==> src/rtl/usb_ddr3_pkg.sv <==
// usb_ddr3_pkg: shared FSM state encoding and source-id constants for the USB->DDR3 stream arbiter
package usb_ddr3_pkg;
  typedef enum logic [1:0] {ST_IDLE, ST_PASS, ST_DRAIN} state_t;
  localparam logic SRC0 = 1'b0;
  localparam logic SRC1 = 1'b1;
endpackage

==> src/rtl/usb_ddr3_stream_arbiter_skid.sv <==
// axis_skid: 2-entry register slice, registered output, full throughput, in_ready = not full
// Ports: clock/reset; in_valid/in_ready/in_data (upstream); out_valid/out_ready/out_data (downstream)
module axis_skid #(
  parameter int WIDTH = 10
) (
  input  logic             clock,
  input  logic             reset,
  input  logic             in_valid,
  output logic             in_ready,
  input  logic [WIDTH-1:0] in_data,
  output logic             out_valid,
  input  logic             out_ready,
  output logic [WIDTH-1:0] out_data
);
  logic             sk_valid;
  logic [WIDTH-1:0] sk_data;
  assign in_ready = !sk_valid;
  // The skid entry only fills when the output is stalled, so sk_valid means both entries are held.
  always_ff @(posedge clock) begin
    if (reset) begin
      out_valid <= 1'b0;
      out_data  <= '0;
      sk_valid  <= 1'b0;
      sk_data   <= '0;
    end else if (sk_valid) begin
      if (out_ready) begin
        out_data <= sk_data;
        sk_valid <= 1'b0;
      end
    end else if (in_valid) begin
      if (!out_valid || out_ready) begin
        out_valid <= 1'b1;
        out_data  <= in_data;
      end else begin
        sk_valid <= 1'b1;
        sk_data  <= in_data;
      end
    end else if (out_ready) begin
      out_valid <= 1'b0;
    end
  end
endmodule

==> src/rtl/usb_ddr3_stream_arbiter.sv <==
// usb_ddr3_stream_arbiter: packet-granular round-robin merge of two USB byte streams onto one DDR3 write stream
// Ports: clock/reset (sync, active-high); s0_*/s1_* byte sources; m_* merged output with source id on m_tuser;
//   busy_o = grant held; trunc_o = one-cycle pulse on truncation.
// Build option: define ARB_STATS_EN to add saturating pkts0_o, pkts1_o and trunc_cnt_o counters.
module usb_ddr3_stream_arbiter #(
  parameter int MAX_LEN = 512,
  parameter int CBITS   = 10,
  parameter bit PRIO_S0 = 1'b0
) (
  input  logic        clock,
  input  logic        reset,
  input  logic        s0_tvalid,
  output logic        s0_tready,
  input  logic        s0_tlast,
  input  logic [7:0]  s0_tdata,
  input  logic        s1_tvalid,
  output logic        s1_tready,
  input  logic        s1_tlast,
  input  logic [7:0]  s1_tdata,
  output logic        m_tvalid,
  input  logic        m_tready,
  output logic        m_tlast,
  output logic [7:0]  m_tdata,
  output logic        m_tuser,
  output logic        busy_o,
  output logic        trunc_o
`ifdef ARB_STATS_EN
  ,
  output logic [15:0] pkts0_o,
  output logic [15:0] pkts1_o,
  output logic [15:0] trunc_cnt_o
`endif
);
  import usb_ddr3_pkg::*;
  state_t           state, state_n;
  logic [CBITS-1:0] cnt;
  logic             rr, gnt, winner, sel_valid, sel_last, g_ready, buf_ready, acc, at_max, trunc_n;
  logic [7:0]       sel_data;
  assign sel_valid = gnt ? s1_tvalid : s0_tvalid;
  assign sel_last  = gnt ? s1_tlast : s0_tlast;
  assign sel_data  = gnt ? s1_tdata : s0_tdata;
  assign at_max    = cnt == CBITS'(MAX_LEN - 1);
  assign g_ready   = state == ST_DRAIN || (state == ST_PASS && buf_ready);
  assign s0_tready = g_ready && gnt == SRC0;
  assign s1_tready = g_ready && gnt == SRC1;
  assign acc       = sel_valid && g_ready;
  assign winner    = (s0_tvalid && s1_tvalid) ? rr : (s1_tvalid ? SRC1 : SRC0);
  assign busy_o    = state != ST_IDLE;
  always_comb begin
    state_n = state;
    trunc_n = 1'b0;
    state_n = state == ST_IDLE ? ((s0_tvalid || s1_tvalid) ? ST_PASS : ST_IDLE)
            : state == ST_PASS ? (acc ? (sel_last ? ST_IDLE : (at_max ? ST_DRAIN : ST_PASS)) : ST_PASS)
            : (acc && sel_last) ? ST_IDLE : ST_DRAIN;
    trunc_n = state == ST_PASS && acc && !sel_last && at_max;
  end
  always_ff @(posedge clock) begin
    if (reset) begin
      state   <= ST_IDLE;
      cnt     <= '0;
      rr      <= PRIO_S0 ? SRC0 : SRC1;
      gnt     <= SRC0;
      trunc_o <= 1'b0;
    end else begin
      state   <= state_n;
      trunc_o <= trunc_n;
      if (state == ST_IDLE && (s0_tvalid || s1_tvalid)) begin
        gnt <= winner;
        rr  <= ~winner;
      end
      if (state == ST_PASS && acc) cnt <= (sel_last || at_max) ? '0 : cnt + 1'b1;
    end
  end
  // Byte MAX_LEN of an over-long packet is written with a forced tlast.
  axis_skid #(.WIDTH(10)) u_skid (
    .clock    (clock),
    .reset    (reset),
    .in_valid (state == ST_PASS && sel_valid),
    .in_ready (buf_ready),
    .in_data  ({sel_last || at_max, gnt, sel_data}),
    .out_valid(m_tvalid),
    .out_ready(m_tready),
    .out_data ({m_tlast, m_tuser, m_tdata})
  );
`ifdef ARB_STATS_EN
  logic done;
  assign done = acc && sel_last;
  always_ff @(posedge clock) begin
    if (reset) begin
      pkts0_o     <= '0;
      pkts1_o     <= '0;
      trunc_cnt_o <= '0;
    end else begin
      if (done && gnt == SRC0 && pkts0_o != 16'hFFFF) pkts0_o <= pkts0_o + 16'd1;
      if (done && gnt == SRC1 && pkts1_o != 16'hFFFF) pkts1_o <= pkts1_o + 16'd1;
      if (trunc_n && trunc_cnt_o != 16'hFFFF) trunc_cnt_o <= trunc_cnt_o + 16'd1;
    end
  end
`endif
endmodule

==> config.mk <==
export PLATFORM = sky130hd
export DESIGN_NAME = usb_ddr3_stream_arbiter
export DESIGN_NICKNAME = d
export VERILOG_FILES = /design/src/rtl/usb_ddr3_pkg.sv /design/src/rtl/usb_ddr3_stream_arbiter_skid.sv /design/src/rtl/usb_ddr3_stream_arbiter.sv
export SDC_FILE = /design/constraint.sdc
export NUM_CORES = 1
export LEC_CHECK = 0
export CAP_MARGIN = 10
export CORE_ASPECT_RATIO = 0.6
export CORE_MARGIN = 2
export CORE_UTILIZATION = 50
export CTS_CLUSTER_SIZE = 28
export DETAILED_ROUTE_END_ITERATION = 12
export PLACE_DENSITY_LB_ADDON = 0.3
export RECOVER_POWER = 25
export SLEW_MARGIN = 10
export SYNTH_ARGS = -nofsm -noshare
export SYNTH_HDL_FRONTEND = slang
export SYNTH_HIERARCHICAL = 1
export SYNTH_SLANG_ARGS = --single-unit
==> constraint.sdc <==
create_clock -name clock -period 3.1 [get_ports clock]
set_input_delay 0.465 -clock clock [delete_from_list [all_inputs] [get_ports clock]]
set_output_delay 0.465 -clock clock [all_outputs]
set_load 0.005 [all_outputs]
==> results of run 1 <==
==> power by group <==
group | internal [uW] | switching (uW) | leakage, uW
combinational | 88.8 | 76.6 | 0.000438
clock | 262 | 173 | 0.0000585
sequential | 494 | 12.6 | 0.000301
total | 845 | 262 | 0.000797
==> through the flow <==
step,utilization (%),power (uW),cells,hold slack (ps),setup slack [ps]
2_1_floorplan,-,610,200,436,1270
3_3_place_gp,64.8,682,272,443,618
3_5_place_dp,64.8,687,272,449,559
4_1_cts,68.3,1110,280,459,694
5_1_grt,67.9,1140,280,479,446
6_report,67.9,1110,280,456,563
==> layer usage <==
layer  routed length (um)  GRT usage [%]  vias to the layer above
li1                     -              -                      781
met3                  330           4.86                        5
met4                   57           9.32                        0
met1                 2050           32.6                      699
met2                 1780           31.3                       57
met5                    0              0                        -
==> flip-flops by register name, indices dropped and copies added, names as in the netlist <==
register          count
u_skid/out_valid      1
rr                    1
trunc_o               1
gnt                   1
state                 2
u_skid/sk_valid       1
u_skid/sk_data       10
u_skid/out_data      10
cnt                  10
==> final timing paths <==
kind / slack (ps) / cells past startpoint / endpoint / startpoint
setup reg to reg: 740 / 5 / cnt[0] / gnt
setup / recovery: 560 / 6 / u_skid/out_data[8] / s0_tvalid
hold reg to reg: 460 / 2 / u_skid/sk_data[4] / u_skid/sk_data[4]
hold / removal: 460 / 2 / u_skid/sk_data[4] / u_skid/sk_data[4]
==> worst max-delay path, cell delays in order <==
cell,delay (ps)
dlygate4sd3_1,580
mux2_1,460
and3_1,280
or2_1,370
and2_1,340
a211oi_1,240
==> kinds of logic (layout without fill, tap and decap cells) <==
kind of cell             Yosys count  count (layout)  share of synthesized area [%]
AND/OR/NAND/NOR                   68              68                           20.2
AO/OA/AOI/OAI                     51              51                           17.3
flip-flops                        37              37                           41.6
multiplexers                      20              20                           12.4
buffers and inverters             18              53                           5.48
XOR/XNOR                           5               5                           2.46
adder cells (fa/ha/maj)            1               1                          0.702
==> cell usage in the layout (no fill, tap or decap), types with 3 or more instances in the layout <==
cell / n
nor2_1: 10
o21ai_0: 4
a21oi_1: 28
mux2i_1: 10
inv_1: 5
mux2_2: 8
nand4_1: 3
a211oi_1: 10
nand2_1: 29
or3_1: 3
dlygate4sd3_1: 8
clkdlybuf4s50_1: 29
and2_1: 4
xor2_1: 5
dfxtp_1: 37
clkbuf_8: 6
==> layout make-up <==
cell class	count	area [um2]	share of cell area [%]
Timing Repair Buffer	40	389	17.2
Multi-Input combinational cell	145	936	41.5
Clock buffer	7	86.3	3.82
Tap cell	45	56.3	2.49
Inverter	5	18.8	0.831
Clock inverter	1	30.0	1.33
Sequential cell	37	741	32.8
==> impl_metrics.csv, run 1 <==
group,metric,value,unit
outcome,outcome,"completed",
cells_and_area,n_antenna_cell,0,
floorplanning,boundaryPins,38,
global_routing,antenna_found_initial,0,
cts,clkLatencyLatePin,300,ps
cells_and_area,area_growth,26.7,%
synth,synth_edf_count,0,
cts,ctsHoldBuffers,0,
synth,synthTopCellsByCount,"dfxtp_1, nand2_1, a21oi_1",
global_routing,grt_pass1_wl,6710,um
timing,finalCritPeriodShare,81.8,%
cells_and_area,nFillCells,310,
synth,ys_seq_area_share,41.6,%
cts,numCtsBuffers,5,
cts,cts-resized-gates,0,
synth,synth_most_common_cell,"dfxtp_1",
timing,finClkSkew,7.53,ps
global_routing,track_usage,22.2,%
routing,routed_wl,4210,um
cts,cts_root_buf,"clkbuf_8",
worst_setup_path,cp_max_fo,12,
timing,setup_viol,0,
cts,tritoncts,"done",
worst_setup_path,path_class,"in2reg",
power,vdd_ir_drop_max,0.289,mV
worst_setup_path,cp-start-kind,"input port",
global_routing,grt_pass1_vias,1385,
routing,dr.pass1.iters,5,
timing,fmax,0.394,GHz
timing,tightest_slew,808,ps
floorplanning,die-area,4070,um2
synth,synth_top_flop_cell,"dfxtp_1",
worst_setup_path,endpoint_kind,"flop",
power,power_per_cell_area,490,nW/um2
cts,htree_levels,2,
synth,ys_seq_elements,37,
placement,gp_congestion,0.867,
worst_setup_path,cp_data_required_time,3310,ps
synth,async_reset_ff_share,0,%
hold_path,hold_path.class,"reg2reg",
synth,synth_top_area_share,41.6,%
synth,yosysWarnings,6,
floorplanning,start_util,53.6,%
power,leakage,0.000797,uW
routing,via_count,1542,
floorplanning,rows,16,
routing,drt-vias-per-instance,5.51,
global_routing,grt_max_degree,23,
floorplanning,dieWidth,81.1,um
synth,yosysTopAreaCell,"dfxtp_1",
job,cap_violations,0,
placement,portBuffers,37,
synth,avgSynthCellArea,8.91,um2
synth,synthCells,200,
timing,tns,0,ps
cells_and_area,design_area,2260,um2
routing,ant_nets,0,
placement,placed_area,2150,um2
synth,netlist-cell-type-count,40,
floorplanning,die_h,50.2,um
cts,numClockSinks,37,
timing,slew_violations,0,
timing,max-slew-margin-rel,46.2,%
routing,drc,0,
placement,hpwlAfterDp,3000,um
routing,first_iter_violations,123,
cts,post_cts_buffers,0,
worst_setup_path,worstPathArrival,2750,ps
timing,rsz0062_at_grt,"no",
floorplanning,core_area,3320,um2
synth,syn-num-nets,224,
routing,post_drt_wl_per_cell,15.1,um
cts,ctsLongestPathBuffers,2,
timing,final-hold-violation-count,0,
timing,period_needed,2540,ps
cells_and_area,final_layout_size_suffix_gt1_share,8.09,%
cells_and_area,nets,258,
synth,ys_top_cells_by_area,"dfxtp_1, a21oi_1, nand2_1",
global_routing,grt-ovfl-total,0,
cts,clk_pin_slew,80,ps
synth,synth_area,1780,um2
No activity file was read; power rests on OpenSTA's default activity.
==> run 2, diff against run 1 <==
==> constraint.sdc (replaced) <==
create_clock -name clock -period 2.6 [get_ports clock]
set_input_delay 0.39 -clock clock [delete_from_list [all_inputs] [get_ports clock]]
set_output_delay 0.39 -clock clock [all_outputs]
set_load 0.005 [all_outputs]
==> impl_metrics.csv, run 2 (synthesis gave the netlist of run 1 again) <==
group,metric,value,unit
cts,numClockSinks,37,
worst_setup_path,endpoint_kind,"primary output",
floorplanning,start_util,53.6,%
timing,final-hold-violation-count,0,
timing,finClkSkew,7.46,ps
cts,post_cts_buffers,0,
timing,tightest_slew,675,ps
floorplanning,boundaryPins,38,
power,switching_share,24.7,%
cells_and_area,area_growth,28.1,%
power,leakage,0.000810,uW
global_routing,grt_pass1_vias,1442,
cells_and_area,design_area,2280,um2
global_routing,grt_max_degree,17,
timing,finalCritPeriodShare,90.8,%
routing,post_drt_wl_per_cell,14.5,um
floorplanning,rows,16,
cells_and_area,utilization,68.7,%
power,p_comb_share,15.1,%
timing,period_needed,2360,ps
timing,fmax,0.424,GHz
timing,setup_viol,0,
global_routing,track_usage,21.9,%
routing,via_count,1581,
worst_setup_path,cp_max_fo,10,
placement,hpwlAfterDp,2990,um
placement,post-place-cells,275,
timing,tns,0,ps
cells_and_area,final_layout_size_suffix_gt1_share,10.1,%
worst_setup_path,cp_data_required_time,2210,ps
power,vdd_ir_drop_max,0.317,mV
placement,portBuffers,37,
global_routing,grt-ovfl-total,0,
routing,drt-vias-per-instance,5.59,
worst_setup_path,path_class,"reg2out",
floorplanning,dieWidth,81.1,um
routing,ant_nets,0,
cells_and_area,n_antenna_cell,0,
cells_and_area,nFillCells,299,
cts,ctsHoldBuffers,0,
floorplanning,die-area,4070,um2
timing,rsz0062_at_grt,"no",
job,cap_violations,0,
routing,drc,0,
power,power_per_cell_area,574,nW/um2
cts,cts_root_buf,"clkbuf_8",
cells_and_area,final_cell_count_no_fill,283,
cts,htree_levels,2,
hold_path,hold_path.class,"reg2reg",
cts,tritoncts,"done",
floorplanning,die_h,50.2,um
worst_setup_path,worstPathArrival,1970,ps
power,power.switching,324,uW
floorplanning,core_area,3320,um2
global_routing,antenna_found_initial,0,
worst_setup_path,cp-start-kind,"flop",
cts,ctsLongestPathBuffers,2,
power,internal_power,985,uW
cells_and_area,mostFrequentLayoutCell,"dfxtp_1",
routing,dr.pass1.iters,4,
cts,cts-resized-gates,0,
placement,placed_area,2170,um2
global_routing,grt_pass1_wl,6830,um
cells_and_area,mostFrequentLayoutCells,"dfxtp_1, nand2_1, a21oi_1, clkdlybuf4s50_1",
outcome,outcome,"completed",
cts,clkLatencyLatePin,300,ps
placement,gp_congestion,0.793,
timing,max-slew-margin-rel,55.0,%
timing,slew_violations,0,
cts,numCtsBuffers,5,
power,pwr-share-clk,38.7,%
cells_and_area,reg.largest.list,"cnt: 10 flops, u_skid/out_data: 10 flops, u_skid/sk_data: 10 flops",
cts,clk_pin_slew,80,ps
power,power.share.sequential,46.2,%
routing,first_iter_violations,126,
routing,routed_wl,4090,um
cells_and_area,nets,261,
## run 2: final cells by class
| cell class | instances | area [um2] | share of cell area, % |
|---|---|---|---|
| sequential | 37 | 741 | 32.5 |
| tap | 45 | 56.3 | 2.47 |
| timing repair buffer | 43 | 412 | 18.0 |
| multi-input combinational | 145 | 940 | 41.2 |
| clock inverter | 3 | 46.3 | 2.03 |
| clock buffer | 5 | 68.8 | 3.02 |
| inverter | 5 | 18.8 | 0.822 |
## run 2: per-layer routing
metal | vias to the layer above | track usage, % | part of all wire (%) | wire [um]
li1 | 787 | - | - | -
met1 | 735 | 33.0 | 50 | 2060
met2 | 52 | 30.6 | 42 | 1700
met3 | 7 | 4.86 | 6.7 | 273
met4 | 0 | 7.34 | 1.3 | 53
met5 | - | 0 | 0 | 0
## run 2: worst paths after layout
check / start / to / slack, ps / depth (start not counted)
min: u_skid/sk_data[9] / u_skid/sk_data[9] / 460 / 2
min reg2reg: u_skid/sk_data[9] / u_skid/sk_data[9] / 460 / 2
max reg2reg: gnt / u_skid/out_data[3] / 460 / 5
max: state[0] / s0_tready / 240 / 4
## run 2: power by group through the flow
stage | combinational [uW] | clock [uW] | sequential [uW]
after detailed placement | 201 | 0 | 618
after floorplan | 111 | 0 | 616
final | 198 | 507 | 605
after global routing | 216 | 537 | 608
after global placement | 198 | 0 | 617
after CTS | 204 | 510 | 605
## run 2: worst max-delay path, cell delays in order (launching register included)
cell,delay (ps)
dfxtp_1,420
and3b_1,400
o21bai_1,200
nor2b_1,160
clkdlybuf4s50_1,500
## run 2: per-stage QoR
step | hold WS, ps | setup slack [ps] | total power, uW
after CTS | 457 | 246 | 1320
after global routing | 480 | 110 | 1360
after detailed placement | 446 | 292 | 819
final | 459 | 240 | 1310
after global placement | 443 | 367 | 815
after floorplan | 436 | 771 | 727
==> run 3, diff against run 2 <==
==> constraint.sdc (replaced) <==
create_clock -name clock -period 2.7 [get_ports clock]
set_input_delay 0.405 -clock clock [delete_from_list [all_inputs] [get_ports clock]]
set_output_delay 0.405 -clock clock [all_outputs]
set_load 0.005 [all_outputs]
==> impl_metrics.csv, run 3 (synthesis gave the netlist of run 1 again) <==
group,metric,value,unit
timing,fmax,0.422,GHz
outcome,outcome,"completed",
power,power.switching,295,uW
global_routing,grt_pass1_vias,1455,
cts,htree_levels,2,
power,p_comb_share,16.1,%
worst_setup_path,slowest_delay,500,ps
routing,drc,0,
cts,ctsLongestPathBuffers,2,
routing,ant_nets,0,
timing,finClkSkew,5.31,ps
hold_path,worstHoldStart,"u_skid/sk_data[5]",
routing,dr.pass1.iters,4,
cells_and_area,design_area,2260,um2
routing,via_count,1599,
cells_and_area,final_layout_size_suffix_gt1_share,9.75,%
floorplanning,die_h,50.2,um
timing,max-slew-margin-rel,45.1,%
cts,numClockSinks,37,
worst_setup_path,worstPathArrival,1960,ps
cts,cts_root_buf,"clkbuf_8",
timing,finalCritPeriodShare,87.7,%
cts,numCtsBuffers,5,
power,fin_total_pwr,1200,uW
worst_setup_path,crit_family,"simple AND/OR/NAND/NOR gates",
cts,cts-resized-gates,0,
cells_and_area,multiInputGateArea,940,um2
placement,gp_congestion,0.812,
global_routing,grt_max_degree,25,
routing,post_drt_wl_per_cell,14.6,um
routing,drt-vias-per-instance,5.69,
floorplanning,start_util,53.6,%
placement,placed_area,2160,um2
floorplanning,core_area,3320,um2
global_routing,antenna_found_initial,0,
power,internal_power,903,uW
floorplanning,die-area,4070,um2
worst_setup_path,critPathSlowestCell,"clkdlybuf4s50_1",
placement,hpwlAfterDp,2900,um
cts,tritoncts,"done",
timing,tns,0,ps
worst_setup_path,cp-start-kind,"flop",
routing,routed_wl,4100,um
cells_and_area,reg.largest.list,"cnt: 10 flops, u_skid/out_data: 10 flops, u_skid/sk_data: 10 flops",
cells_and_area,area_growth,26.7,%
cells_and_area,n_antenna_cell,0,
worst_setup_path,cp_cell_sequence,"and3b_1 -> o21bai_1 -> nor2b_1 -> clkdlybuf4s50_1",
floorplanning,dieWidth,81.1,um
worst_setup_path,path_class,"reg2out",
hold_path,hold_path.class,"reg2reg",
cells_and_area,layout.area.seq,741,um2
cts,ctsHoldBuffers,0,
cells_and_area,nets,259,
cts,clk_pin_slew,70,ps
timing,slew_violations,0,
global_routing,grt_pass1_wl,6690,um
worst_setup_path,r2r_start,"gnt",
power,leakage,0.000805,uW
job,cap_violations,0,
worst_setup_path,cp_max_fo,10,
global_routing,track_usage,22.1,%
timing,period_needed,2370,ps
cts,clkLatencyLatePin,300,ps
worst_setup_path,cp_data_required_time,2300,ps
cells_and_area,utilization,67.9,%
floorplanning,rows,16,
timing,rsz0062_at_grt,"no",
power,power_per_cell_area,531,nW/um2
routing,first_iter_violations,94,
cells_and_area,mostFrequentLayoutCell,"dfxtp_1",
cts,post_cts_buffers,0,
cells_and_area,mostFrequentLayoutCells,"dfxtp_1, nand2_1, clkdlybuf4s50_1",
cells_and_area,nFillCells,278,
worst_setup_path,endpoint_kind,"primary output",
power,power.share.sequential,48.6,%
global_routing,grt-ovfl-total,0,
worst_setup_path,crit_path_start,"state[0]",
timing,final-hold-violation-count,0,
power,pwr-share-clk,35.4,%
worst_setup_path,critPathBufInv,1,
power,switching_share,24.6,%
floorplanning,boundaryPins,38,
placement,portBuffers,37,
timing,tightest_slew,822,ps
power,vdd_ir_drop_max,0.312,mV
timing,setup_viol,0,
run 3: worst reg2reg max path: cells and delay by family, from the launching register on:
family	cells	cell delay, ps
flip-flops	1	440
multiplexers	1	510
AND/OR/NAND/NOR	3	820
AO/OA/AOI/OAI	1	270
run 3: power groups by stage:
stage	clock [uW]	sequential, uW	combinational, uW
2_1_floorplan	0	593	107
3_3_place_gp	0	594	190
3_5_place_dp	0	594	194
4_1_cts	430	582	196
5_1_grt	449	584	211
6_report	424	582	192
run 3: area by class of cell:
type                       instances  area share (%)
multi-input combinational        145            41.6
tap                               45            2.49
clock inverter                     1           0.222
clock buffer                       7            4.27
inverter                           5           0.831
sequential                        37            32.8
timing repair buffer              41            17.7
run 3: per-stage QoR:
| step | setup slack [ps] | hold WS, ps | cells |
|---|---|---|---|
| detailed placement | 369 | 446 | 273 |
| floorplan | 871 | 436 | 200 |
| finish | 332 | 455 | 281 |
| global placement | 453 | 442 | 273 |
| global route | 245 | 478 | 281 |
| CTS | 350 | 456 | 281 |
run 3: path summary, 6_finish.rpt:
| check | slack [ps] | to | cells after the start |
|---|---|---|---|
| hold / removal | 450 | u_skid/sk_data[5] | 2 |
| setup / recovery | 330 | s0_tready | 4 |
| setup reg to reg | 580 | u_skid/out_data[6] | 5 |
| hold reg to reg | 450 | u_skid/sk_data[5] | 2 |
run 3: per-layer routing:
metal  vias up  part of all wire (%)  GRT usage [%]
met2        45                    43           32.2
li1        787                     -              -
met4         0                   1.3           11.0
met1       762                    49           30.1
met5         -                     0              0
met3         5                   6.5           5.58
